### src/rtl/hazard_pkg.sv
`default_nettype none
// +--------------------------------------------------------------------------+
// | hazard_pkg                                                               |
// | Forward-select encodings, shadow stage entry type and match helpers.     |
// | Revision: 1.0                                                            |
// +--------------------------------------------------------------------------+
package hazard_pkg;

   localparam logic [1:0] FWD_RF    = 2'd0;
   localparam logic [1:0] FWD_E     = 2'd1;
   localparam logic [1:0] FWD_M     = 2'd2;
   localparam logic [1:0] FWD_W     = 2'd3;
   localparam logic [1:0] TNEW_NONE = 2'd0;

   typedef struct packed {
      logic [4:0] a1;
      logic [4:0] a2;
      logic [4:0] a3;
      logic [1:0] tnew;
   } stage_t;

   localparam stage_t c_bubble = '0;

   // Saturating decrement: a finished result stays finished.
   function automatic logic [1:0] tnew_dec(input logic [1:0] t);
      return (t == TNEW_NONE) ? TNEW_NONE : t - 2'd1;
   endfunction

   function automatic logic src_match(input logic [4:0] a, input stage_t s);
      return (a != 5'd0) && (s.a3 == a);
   endfunction

   function automatic logic src_stall(input logic [4:0] a, input logic [1:0] tuse,
                                      input stage_t s);
      return src_match(a, s) && (s.tnew > tuse);
   endfunction

endpackage
`default_nettype wire

### src/rtl/hazard_unit_fwd_sel.sv
`default_nettype none
// +--------------------------------------------------------------------------+
// | fwd_sel                                                                  |
// | Youngest-first forwarding select over the E/M/W shadow entries.          |
// | Revision: 1.0                                                            |
// +--------------------------------------------------------------------------+
module fwd_sel
   import hazard_pkg::*;
#(
   parameter logic [2:0] EN_MASK = 3'b111   // {W, M, E} stages this consumer may use
) (
   input  logic [4:0] src,
   input  stage_t     e_ent,
   input  stage_t     m_ent,
   input  stage_t     w_ent,
   output logic [1:0] sel
);

   // Only destination/tnew fields take part in forwarding decisions.
   logic w_unused;
   assign w_unused = ^{e_ent.a1, e_ent.a2, m_ent.a1, m_ent.a2, w_ent.a1, w_ent.a2};

   always_comb begin
      sel = FWD_RF;
      if (EN_MASK[0] && src_match(src, e_ent) && (e_ent.tnew == TNEW_NONE))
         sel = FWD_E;
      else if (EN_MASK[1] && src_match(src, m_ent) && (m_ent.tnew == TNEW_NONE))
         sel = FWD_M;
      else if (EN_MASK[2] && src_match(src, w_ent) && (w_ent.tnew == TNEW_NONE))
         sel = FWD_W;
   end

endmodule
`default_nettype wire

### src/rtl/hazard_unit.sv
`default_nettype none
// +--------------------------------------------------------------------------+
// | hazard_unit                                                              |
// | Stall and forwarding control from D-stage use/new info and E/M/W shadows. |
// | Revision: 1.0                                                            |
// +--------------------------------------------------------------------------+
module hazard_unit
   import hazard_pkg::*;
(
   input  logic       clk,
   input  logic       rst_n,
   input  logic [4:0] d_a1,
   input  logic [1:0] d_tuse1,
   input  logic [4:0] d_a2,
   input  logic [1:0] d_tuse2,
   input  logic [4:0] d_a3,
   input  logic [1:0] d_tnew,
   input  logic       d_mdureq,
   input  logic       mdu_busy,
   input  logic       mdu_start,
   input  logic       flush,
   output logic       stall,
   output logic [1:0] fwd_d1,
   output logic [1:0] fwd_d2,
   output logic [1:0] fwd_e1,
   output logic [1:0] fwd_e2,
   output logic [1:0] fwd_m2
);

   stage_t r_e;
   stage_t r_m;
   stage_t r_w;
   stage_t w_d;
   logic   w_data_stall;
   logic   w_mdu_stall;
   logic   w_stall;

   assign w_d = '{a1: d_a1, a2: d_a2, a3: d_a3, tnew: d_tnew};

   // W is never consulted: anything there is already readable by forwarding.
   assign w_data_stall = src_stall(d_a1, d_tuse1, r_e) || src_stall(d_a1, d_tuse1, r_m) ||
                         src_stall(d_a2, d_tuse2, r_e) || src_stall(d_a2, d_tuse2, r_m);
   assign w_mdu_stall  = d_mdureq && (mdu_busy || mdu_start);
   assign w_stall      = w_data_stall || w_mdu_stall;
   assign stall        = w_stall;

   always_ff @(posedge clk or negedge rst_n) begin
      if (!rst_n) begin
         r_e <= c_bubble;
         r_m <= c_bubble;
         r_w <= c_bubble;
      end else if (flush) begin
         r_e <= c_bubble;
         r_m <= c_bubble;
         r_w <= c_bubble;
      end else begin
         r_e <= w_stall ? c_bubble
                        : '{a1: w_d.a1, a2: w_d.a2, a3: w_d.a3, tnew: tnew_dec(w_d.tnew)};
         r_m <= '{a1: 5'd0, a2: r_e.a2, a3: r_e.a3, tnew: tnew_dec(r_e.tnew)};
         r_w <= '{a1: 5'd0, a2: 5'd0, a3: r_m.a3, tnew: tnew_dec(r_m.tnew)};
      end
   end

   fwd_sel #(.EN_MASK(3'b111)) u_fwd_d1 (
      .src(d_a1), .e_ent(r_e), .m_ent(r_m), .w_ent(r_w), .sel(fwd_d1)
   );
   fwd_sel #(.EN_MASK(3'b111)) u_fwd_d2 (
      .src(d_a2), .e_ent(r_e), .m_ent(r_m), .w_ent(r_w), .sel(fwd_d2)
   );
   fwd_sel #(.EN_MASK(3'b110)) u_fwd_e1 (
      .src(r_e.a1), .e_ent(r_e), .m_ent(r_m), .w_ent(r_w), .sel(fwd_e1)
   );
   fwd_sel #(.EN_MASK(3'b110)) u_fwd_e2 (
      .src(r_e.a2), .e_ent(r_e), .m_ent(r_m), .w_ent(r_w), .sel(fwd_e2)
   );
   fwd_sel #(.EN_MASK(3'b100)) u_fwd_m2 (
      .src(r_m.a2), .e_ent(r_e), .m_ent(r_m), .w_ent(r_w), .sel(fwd_m2)
   );

endmodule
`default_nettype wire

### config.mk
export PLATFORM = sky130hd
export DESIGN_NAME = hazard_unit
export DESIGN_NICKNAME = d
export VERILOG_FILES = /design/src/rtl/hazard_pkg.sv /design/src/rtl/hazard_unit_fwd_sel.sv /design/src/rtl/hazard_unit.sv
export SDC_FILE = /design/constraint.sdc
export NUM_CORES = 1
export LEC_CHECK = 0
export BUFFER_PORTS_ARGS = -buffer_cell sky130_fd_sc_hd__buf_2
export CORE_ASPECT_RATIO = 1.2
export CORE_UTILIZATION = 53
export CTS_BUF_LIST = sky130_fd_sc_hd__clkbuf_4 sky130_fd_sc_hd__clkbuf_8
export CTS_CLUSTER_SIZE = 40
export DETAILED_ROUTE_END_ITERATION = 10
export GPL_TIMING_DRIVEN = 0
export HOLD_SLACK_MARGIN = 0.03
export PLACE_DENSITY = 0.79
export SYNTH_ARGS = -nofsm -noshare
export SYNTH_HDL_FRONTEND = slang
export SYNTH_SLANG_ARGS = --single-unit
export TNS_END_PERCENT = 5
### constraint.sdc
create_clock -name clk -period 2 [get_ports clk]
set_clock_uncertainty 0.05 [all_clocks]
set_input_delay 0.1 -clock clk [delete_from_list [all_inputs] [get_ports clk]]
set_output_delay 0.1 -clock clk [all_outputs]
set_load 0.01 [all_outputs]
; ---- Word level (Yosys, flattened, before mapping)
; Index checks and enable logic that the tools add are counted.
[totals]
register_bits = 36
inputBits = 27
output_inout_bits = 11
wordCells = 86
[classes]
addsub = 3
magnitude_cmp = 4
eq_ne = 11
muxes = 18
reduce_logical = 41
[ops]
columns = cell, n
row1 = == test 5 bit, 11
row2 = 2-to-1 mux 17 bit, 2
row3 = 2-to-1 mux 2 bit, 14
row4 = logical AND 1 bit, 27
row5 = nonzero test 5 bit, 5
row6 = 2-to-1 mux 12 bit, 1
row7 = greater-than comparator 2 bit, 4
row8 = logical NOT 2 bit, 4
row9 = 2-to-1 mux 7 bit, 1
row10 = "subtractor 2 x 1 -> 2 bit, second input constant", 3
row11 = logical OR 1 bit, 5

; ---- Logic depth before layout (Yosys ltp)
; Gate-level depths: netlist of run 1.
[logic_depth]
ltp_word = 9
ltp_mapped = 8
mapped_depth_nobuf = 7

; ---- Modules after synthesis
; From an unflattened synthesis of run 1, not the netlist that was laid out.
[hier_totals]
cells_unflattened = 276
area_unflattened_um2 = 2653.8
[modules_own_cells]
columns = mod, instances, cells_per_inst, area_each_um2, seq_area_each_um2
row1 = hazard_unit, 1, 157, 1779.2, 900.9
row2 = fwd_sel at u_fwd_d1 ..., 2, 33, 235.2, 0.0
row3 = fwd_sel at u_fwd_e1 ..., 2, 21, 152.6, 0.0
row4 = fwd_sel at u_fwd_m2, 1, 11, 98.8, 0.0

; ---- Worst setup path after synthesis of run 1
; No wires, ideal clock.
[synth_timing]
kind = register to register
startpoint = register r_m[2] (netlist bit)
endpoint = register r_e[14] (netlist bit)
setup_ps = 139
arrival_ps = 1748
required_ps = 1811
slack_ps = 63
path_stages_with_launch = 8
path_buffers = 2
synth_period_minus_slack_ps = 1937
cell_sequence = dfrtp_1 clkbuf_1 xor2_1 a211oi_1 nand2_1 o22ai_1 buf_4 nor4b_2
[synth_between]
elab_chain_len = 9
word_cells_on_any_way = 12
cone_classes = eq/ne: 2 / mux: 2 / reduce/logical: 8
[synth_rtl]
columns = item, line
row1 = from (decl), hazard_unit.sv:31  ; stage_t r_m;
row2 = from (signal assigned), hazard_unit.sv:50  ; r_m <= c_bubble;
row3 = from (signal assigned), hazard_unit.sv:54  ; r_m <= c_bubble;
row4 = from (signal assigned), hazard_unit.sv:59  ; r_m <= '{a1: 5'd0, a2: r_e.a2, a3: r_e.a3, tnew: tnew_dec(r_e.tnew)};
row5 = == test 5 bit, hazard_pkg.sv:30  ; return (a != 5'd0) && (s.a3 == a);
row6 = logical AND 1 bit, hazard_pkg.sv:30
row7 = logical AND 1 bit, hazard_pkg.sv:35  ; return src_match(a, s) && (s.tnew > tuse);
row8 = logical OR 1 bit (2 in a row), hazard_unit.sv:41  ; assign w_data_stall = src_stall(d_a1, d_tuse1, r_e) || src_stall(d_a1, d_tuse1, r_m) ||
row9 = logical OR 1 bit *, hazard_unit.sv:42  ; src_stall(d_a2, d_tuse2, r_e) || src_stall(d_a2, d_tuse2, r_m);
row10 = logical OR 1 bit *, hazard_unit.sv:44  ; assign w_stall = w_data_stall || w_mdu_stall;
row11 = 2-to-1 mux 17 bit *, hazard_unit.sv:57  ; r_e <= w_stall ? c_bubble
row12 = 2-to-1 mux 17 bit *, hazard_unit.sv:52  ; end else if (flush) begin
row13 = to (signal assigned), hazard_unit.sv:49  ; r_e <= c_bubble;
row14 = to (signal assigned), hazard_unit.sv:53  ; r_e <= c_bubble;
row15 = to (signal assigned), hazard_unit.sv:57
row16 = to (decl), hazard_unit.sv:30  ; stage_t r_e;
; Mark *: on every way between the ends. The rest lies on a longest branch, timed or not.

; ---- Final worst setup path of run 1
[layout_timing]
startpoint = register r_e[6] (netlist bit)
endpoint = output port fwd_d1[0]
[layout_between]
elab_chain_len = 4
[layout_rtl]
columns = item, line
row1 = == test 5 bit, hazard_pkg.sv:30
row2 = logical AND 1 bit, hazard_pkg.sv:30
row3 = logical AND 1 bit, hazard_unit_fwd_sel.sv:25  ; if (EN_MASK[0] && src_match(src, e_ent) && (e_ent.tnew == TNEW_NONE))
row4 = 2-to-1 mux 2 bit, hazard_unit_fwd_sel.sv:25
row5 = to (decl), hazard_unit.sv:23  ; output logic [1:0] fwd_d1,
; Every way passes these cells.

==> metrics.md, run 1 <==
| Metric | Value |
|---|---|
| Status | complete, but fails checks |
| Violated checks | negative setup slack |
| Global routing's busiest layer | met2 |
| DRC violations left | 0 |
| Reg power frac | 43.9% |
| Power Dens Cells | 614 nW/µm² |
| Final worst path period share | 106% |
| Switching power | 497 µW |
| Sequential area share after synthesis | 38.5% |
| Total power | 1800 µW |
| Dpl cell area | 2590 µm² |
| GP Congestion | 0.877 |
| Initial DRC count | 80 |
| Clk Latency, worst-skew pair | 0.29 ns |
| P&R area growth vs syn | 25.4% |
| Storage cell area | 912 µm² |
| Final wirelength | 5.51 mm |
| First-pass GRT wire length | 8.60 mm |
| Area of the multi-input gates | 1390 µm² |
| Die extent in x | 62.7 µm |
| Internal Power | 1310 µW |
| Slew headroom | 46.6% |
| Worst Hold Class | input pin to flip-flop |
| Clk slew on worst S/H paths | 0.07 ns |
| Remaining Overflow, GRT | 0 |
| PnR worst setup slack | -0.112 ns |
| Distinct cells, synth | 34 |
| DPL Wire Length | 3.84 mm |
| Initial antenna violation count | 0 |
| Routed wire per std cell | 16.0 µm |
| DP Worst Slack | -0.340 ns |
| Number of buffers created by CTS | 5 |
| Syn avg cell area | 9.92 µm² |
| Tmin final | 2.11 ns |
| Mapped Area | 2340 µm² |
| Clock root cell | clkbuf_8 |
| # fillers | 340 |
| Worst Max-Slew Pin Slew | 0.801 ns |
| Synth area leader | dfrtp_1 |
| Worst Path Required | 1.85 ns |
| Most common cell in the netlist | dfrtp_1 |
| # nets final | 322 |
| Max-slew violations | 0 |
| Vias in the first global route | 1,808 |
| Startpoint class of the critical path | flip-flop |
| Yosys warns | 0 |
| Via/cell ratio | 5.53 |
| Cell area after layout | 2940 µm² |
| GR Util met3 | 6.06% |
| Row count | 26 |
| Clock power frac | 35.4% |
| Maximum capacitance violations | 0 |
| EDFF count, synth | 0 |
| Post-route ant nets | 0 |
| Overall Global Routing Usage | 24.7% |
| Die area | 4690 µm² |
| 1st-pass router iterations | 4 |
| Crit-path max FO | 3 |
| Area share of the largest cell type after synthesis | 38.5% |
| Top_reg_cell synth | dfrtp_1 |
| Critical path capture point type | output port |
| Pin count of the biggest net entering global routing | 37 |
| IO Port Bufs | 35 |
| Peak supply drop | 0.000501 V |
| Syn Nets | 271 |
| Met1 GRT Util | 25.6% |
| Gate power share | 20.7% |
| Layout cells sized above 1 | 34.7% |
| #FFs+latches synth | 36 |
| Number of I/O pins | 38 |
| P_leak | 0.00137 µW |
| Die H | 74.8 µm |
| Clk buf depth | 2 |
| Antenna Cells | 0 |
| Routed vias | 1,901 |
| Fraction of registers with async set/reset | 100% |
| Unrepaired setup endpoints after global routing | true |
| Core box area | 4260 µm² |
| Starting Density | 54.9% |
| CTS sink count | 36 |
| Top post-synthesis cells by area | dfrtp_1, xnor2_1, xor2_1 |
| Cells after Synth | 236 |
| TritonCTS clock tree | built |
| Crit path arrival time | 1.96 ns |
| Top post-synthesis cells by count | dfrtp_1, xnor2_1, xor2_1, nor2b_1, inv_1 |
| Hold Fails Final Rpt | 0 |
| CTS H-tree lvls | 2 |
| Peak Freq | 0.473 GHz |
| Met2 usage in global routing | 49.0% |
| Switching Share | 27.6% |
| Crit Path Class | flip-flop to output port |
| Final setup viols | 5 |
| Post-Route Setup TNS | -0.300 ns |
## critical path, stage by stage (launching register included)
cell	delay, ns
dfrtp_1	0.43
xnor2_1	0.20
nand3_1	0.11
or4_4	0.54
nor3_4	0.16
nand2b_1	0.12
buf_2	0.12
## final cells by class
| class | instances | area share, % |
|---|---|---|
| Clock inverter | 3 | 1.45 |
| Clock buffer | 5 | 2.34 |
| Timing Repair Buffer | 54 | 11.8 |
| Tap cell | 56 | 2.39 |
| Buffer | 8 | 1.87 |
| Sequential cell | 36 | 31.1 |
| Inverter | 15 | 1.92 |
| Multi-Input combinational cell | 167 | 47.2 |
## through the flow
stage / instances / utilization (%) / hold slack, ns
after floorplan: 236 / - / -0.246
final: 344 / 68.9 / 0.0505
after global placement: 327 / 60.7 / 0.163
after detailed placement: 327 / 60.7 / 0.181
after global routing: 344 / 68.9 / 0.0509
after CTS: 343 / 68.1 / 0.0434
## layout by cell type, fill, tap and decap left out, types with 2 or more instances in the layout
cell type       n
nand2b_1        3
xor2_1         25
buf_6           2
or4_4           4
dfrtp_1        27
nor2_1          3
buf_2          35
a21oi_1         2
buf_4          13
nor3_1          6
nand2_1         9
nor4b_2         2
inv_1          15
nor4b_1         7
ha_1            8
nor4_1          4
nor3b_1         4
or2_2           2
nor2b_1        21
dfrtp_2         9
dlygate4sd3_1   7
nand3_1         4
nor2_2          2
a221oi_1        2
o21ai_0         2
o21ai_2         2
nor4_2         10
o21ai_1         2
a211oi_1        3
clkbuf_1        4
nand4_1         6
xnor2_2         3
clkbuf_8        5
xnor2_1        22
## cells by family after synthesis
group	synth area share, %
AOI/OAI and AO/OA	6.52
adders and majority gates	4.28
DFF	38.5
and+or+nand+nor	26.0
buffers and inverters	5.99
xor gates and xnor gates	18.7
## sequential cells by signal, indices dropped and copies added (netlist names)
register	count
r_m	12
r_w	7
r_e	17
## layer usage
| metal | up-vias | wire (µm) |
|---|---|---|
| met4 | 0 | 133 |
| met5 | - | 0 |
| met3 | 18 | 238 |
| met1 | 913 | 2100 |
| li1 | 905 | - |
| met2 | 65 | 3040 |
## repair_timing
action / 4_1_cts / 5_1_grt
endpoints found under the setup margin: 25 / 21
hold buffers: 7 / 0
setup buffers: 11 / 1
gates resized for setup: 25 / 9
pin swaps: 5 / 0
endpoints found under the hold margin: 43 / 0
## power by group through the flow
stage,logic (µW),registers [µW],clock network (µW)
after detailed placement,337,792,0
after CTS,366,791,652
after global placement,327,791,0
after floorplan,226,786,0
after global routing,410,795,696
final,373,793,639
## path summary, 6_finish.rpt
check	startpoint	end	slack (ns)	cells after the start
worst min register to register	r_m[0]	r_w[0]	0.52	1
worst min-delay path	d_tnew[1]	r_e[1]	0.05	3
max in group asynchronous	rst_n	r_w[5]	0.96	2
worst max register to register	r_e[6]	r_e[15]	0.01	7
worst max-delay path	r_e[6]	fwd_d1[0]	-0.11	6
min in group asynchronous	rst_n	r_m[10]	0.38	2
Power figures use the tool's default switching activity.
==> run 2: changes to the inputs <==
ABC_AREA = 1   (was not set)
PLACE_DENSITY = 0.78   (was 0.79)
==> run 2 against run 1 <==
The flow now finishes without violations. Wire length increased by 5.6%. Via count increased by 20%. Global-route usage up 2.5 points. Maximum frequency increased by 6.7%. Core utilization decreased by 1.3 points. Largest cell class unchanged. Clock-buffer cell count is the same. Sequential share of layout area is 0.50 points lower. Critical path depth grew 1. Area after synthesis is 4.9% higher. Register-to-register slack better by 0.27 ns. Synthesized cell count is 38% higher. Die area up 4.8%.
==> metrics.md, run 2 <==
| Metric | Value |
|---|---|
| Status | finished, final reports clean |
| Clk buf depth | 2 (unchanged) |
| Initial antenna violation count | 0 (unchanged) |
| Fin cells | 436 (+27%) |
| Layout cells sized above 1 | 22.4% (-12 points) |
| Vias in the first global route | 2,299 (+27%) |
| Largest register FFs | 17 (unchanged) |
| Reg2Reg Setup Slack | 0.28 ns (+0.27 ns) |
| Core box area | 4360 µm² (+2.3%) |
| Final worst path period share | 99.0% (-6.6 points) |
| Die H | 76.6 µm (+2.4%) |
| Sequential area share after synthesis | 36.7% (-1.8 points) |
| IO Port Bufs | 32 (-8.6%) |
| Post-route ant nets | 0 (unchanged) |
| GP Congestion | 0.954 (+8.9%) |
| Top_reg_cell synth | dfrtp_1 |
| Crit Path Class | flip-flop to output port |
| CTS H-tree lvls | 2 (unchanged) |
| P&R area growth vs syn | 20.0% |
| Worst path slowest cell | dfrtp_1 |
| Routed vias | 2,276 (+20%) |
| HP Start | d_a2[3] |
| Fraction of registers with async set/reset | 100% (unchanged) |
| Largest registers | r_e: 17 flops, r_m: 12 flops, r_w: 7 flops |
| DRC violations left | 0 (unchanged) |
| Top post-synthesis cells by area | dfrtp_1, nand2_1, nor2_1 |
| Worst Path Required | 1.85 ns (about the same) |
| Critical path capture point type | output port |
| Overall Global Routing Usage | 27.3% (+2.5 points) |
| Most common cell in the netlist | nand2_1 |
| CTS sink count | 36 (unchanged) |
| Post-Route Setup TNS | 0 ns (+0.300 ns) |
| CP cell instances | ha_1 -> a21oi_1 -> a21oi_1 -> nand3_2 -> nand3_4 -> or2_1 -> buf_2 |
| Bufs and invs on worst path | 1 (unchanged) |
| Biggest register | r_e |
| Cell area after layout | 2950 µm² (+0.38%) |
| FF-to-FF Start | r_m[1] |
| TritonCTS clock tree | built |
| Most frequent cells in the layout | nand2_1, buf_2, inv_1 |
| Worst Max-Slew Pin Slew | 0.776 ns (-0.0251 ns) |
| Die extent in x | 64.1 µm (+2.4%) |
| Routed wire per std cell | 13.4 µm (-17%) |
| Area share of the largest cell type after synthesis | 36.7% (-1.8 points) |
| Synth area leader | dfrtp_1 |
| Hold Fails Final Rpt | 0 (unchanged) |
| Syn avg cell area | 7.53 µm² (-24%) |
| Crit-path max FO | 7 (+4) |
| Final wirelength | 5.82 mm (+5.6%) |
| Via/cell ratio | 5.22 (-5.5%) |
| Syn Nets | 361 (+33%) |
| Unrepaired setup endpoints after global routing | true |
| Worst Hold Class | input pin to flip-flop |
| Endpoint, Worst Hold | r_e[10] |
| # fillers | 372 (+9.4%) |
| WHS Path Cells | 3 (unchanged) |
| Clk slew on worst S/H paths | 0.08 ns (about the same) |
| Clk Latency, worst-skew pair | 0.29 ns (about the same) |
| Reg2Reg Depth | 8 (+1) |
| Row count | 26 (unchanged) |
| Slew headroom | 48.2% (+1.7 points) |
| Number of I/O pins | 38 (unchanged) |
| Max stage delay on crit path | 0.43 ns (-0.11 ns) |
| Clock root cell | clkbuf_8 |
| Cell mode on critical path | a21oi_1 |
| Cells after Synth | 326 (+38%) |
| Distinct cells, synth | 33 (-2.9%) |
| Area of the multi-input gates | 1310 µm² (-5.7%) |
| Inst Count DP | 414 (+27%) |
| DPL Wire Length | 4.35 mm (+13%) |
| Max-slew violations | 0 (unchanged) |
| Number of buffers created by CTS | 5 (unchanged) |
| Starting Density | 56.3% (+1.4 points) |
| # nets final | 414 (+29%) |
| P_leak | 0.00151 µW (+9.9%) |
| First-pass GRT wire length | 10.3 mm (+20%) |
| Crit path arrival time | 1.83 ns (-0.13 ns) |
| Total power | 1810 µW (+0.30%) |
| Startpoint class of the critical path | flip-flop |
| Die area | 4910 µm² (+4.8%) |
| Worst path top cell family by delay | simple AND/OR/NAND/NOR gates |
| Power Dens Cells | 614 nW/µm² (about the same) |
| Final setup viols | 0 (-5) |
| Peak Freq | 0.505 GHz (+6.7%) |
| #FFs+latches synth | 36 (unchanged) |
| 1st-pass router iterations | 4 (unchanged) |
| Top post-synthesis cells by count | nand2_1, nor2_1, inv_1, dfrtp_1, nor3_1 |
| Remaining Overflow, GRT | 0 (unchanged) |
| Maximum capacitance violations | 0 (unchanged) |
| Tmin final | 1.98 ns (-0.133 ns) |
| Yosys warns | 0 (unchanged) |
| Pin count of the biggest net entering global routing | 37 (unchanged) |
| Commonest non-fill, non-tap cell in the layout | nand2_1 |
| Initial DRC count | 108 (+35%) |
| Storage cell area | 901 µm² (-1.2%) |
| Post-layout util | 67.6% (-1.3 points) |
| EDFF count, synth | 0 (unchanged) |
| Peak supply drop | 0.000468 V (-6.6%) |
| Mapped Area | 2460 µm² (+4.9%) |
| Dpl cell area | 2690 µm² (+3.9%) |
| Worst R2R End | r_e[12] |
| Antenna Cells | 0 (unchanged) |
run 2: timing repair:
action | in CTS | in global routing
endpoints found under the hold margin | 44 | 0
endpoints found under the setup margin | 0 | 7
hold buffers | 10 | 0
gates resized for setup | 0 | 5
setup buffers | 0 | 4
run 2: power by group:
part	total [µW]	internal [µW]	switching (µW)
Combinational	384	166	218
Sequential	781	754	27.1
Clock	644	369	276
Total	1810	1290	521
run 2: how the worst max path moves through the flow:
stage                endpoint  cells past startpoint  startpoint
detailed placement  fwd_m2[1]                      5      r_w[1]
finish                  stall                      7      r_m[1]
global placement        stall                      7      r_m[1]
global route            stall                      7      r_m[1]
floorplan           fwd_m2[1]                      5      r_w[3]
CTS                     stall                      7      r_m[1]
run 2: metrics by stage:
| step | worst slack (ns) | hold slack, ns |
|---|---|---|
| after CTS | 0.00517 | 0.0519 |
| after detailed placement | 0.324 | 0.166 |
| after global placement | 0.356 | 0.174 |
| final | 0.0209 | 0.0618 |
| after global routing | -0.0800 | 0.0611 |
| after floorplan | 0.415 | -0.246 |
run 2: layer usage:
layer  up-vias  routed length [µm]  GRT usage [%]
met5         -                   0              0
li1       1149                   -              -
met2        77                2990           47.4
met4         0                 107           9.11
met3         9                 354           4.64
met1      1041                2370           33.8
run 2: final cells by class:
type                    count  area share, %
inverters                  48           6.11
well taps                  56           2.38
clock buffers               5           2.33
flip-flops and latches     36           30.6
plain buffers              14           2.97
clock inverters             3           1.44
multi-input cells         228           44.4
repair buffers             46           9.85
run 2: worst register-to-register path: cells and delay by family, from the launching register on:
kind	cells	cell delay, ns
compound gates	2	0.23
buf+inv	2	0.27
fa+ha+maj	1	0.31
simple gates	3	0.32
flops	1	0.43
run 2: logic make-up (layout without fill, tap and decap cells):
| logic type | count (synthesis) | in the layout | share of synthesized area (%) |
|---|---|---|---|
| adders and majority gates | 8 | 8 | 4.08 |
| buffers and inverters | 62 | 116 | 10.9 |
| and+or+nand+nor | 159 | 159 | 31.1 |
| xor gates and xnor gates | 25 | 25 | 8.91 |
| DFF | 36 | 36 | 36.7 |
| AOI/OAI and AO/OA | 36 | 36 | 8.30 |
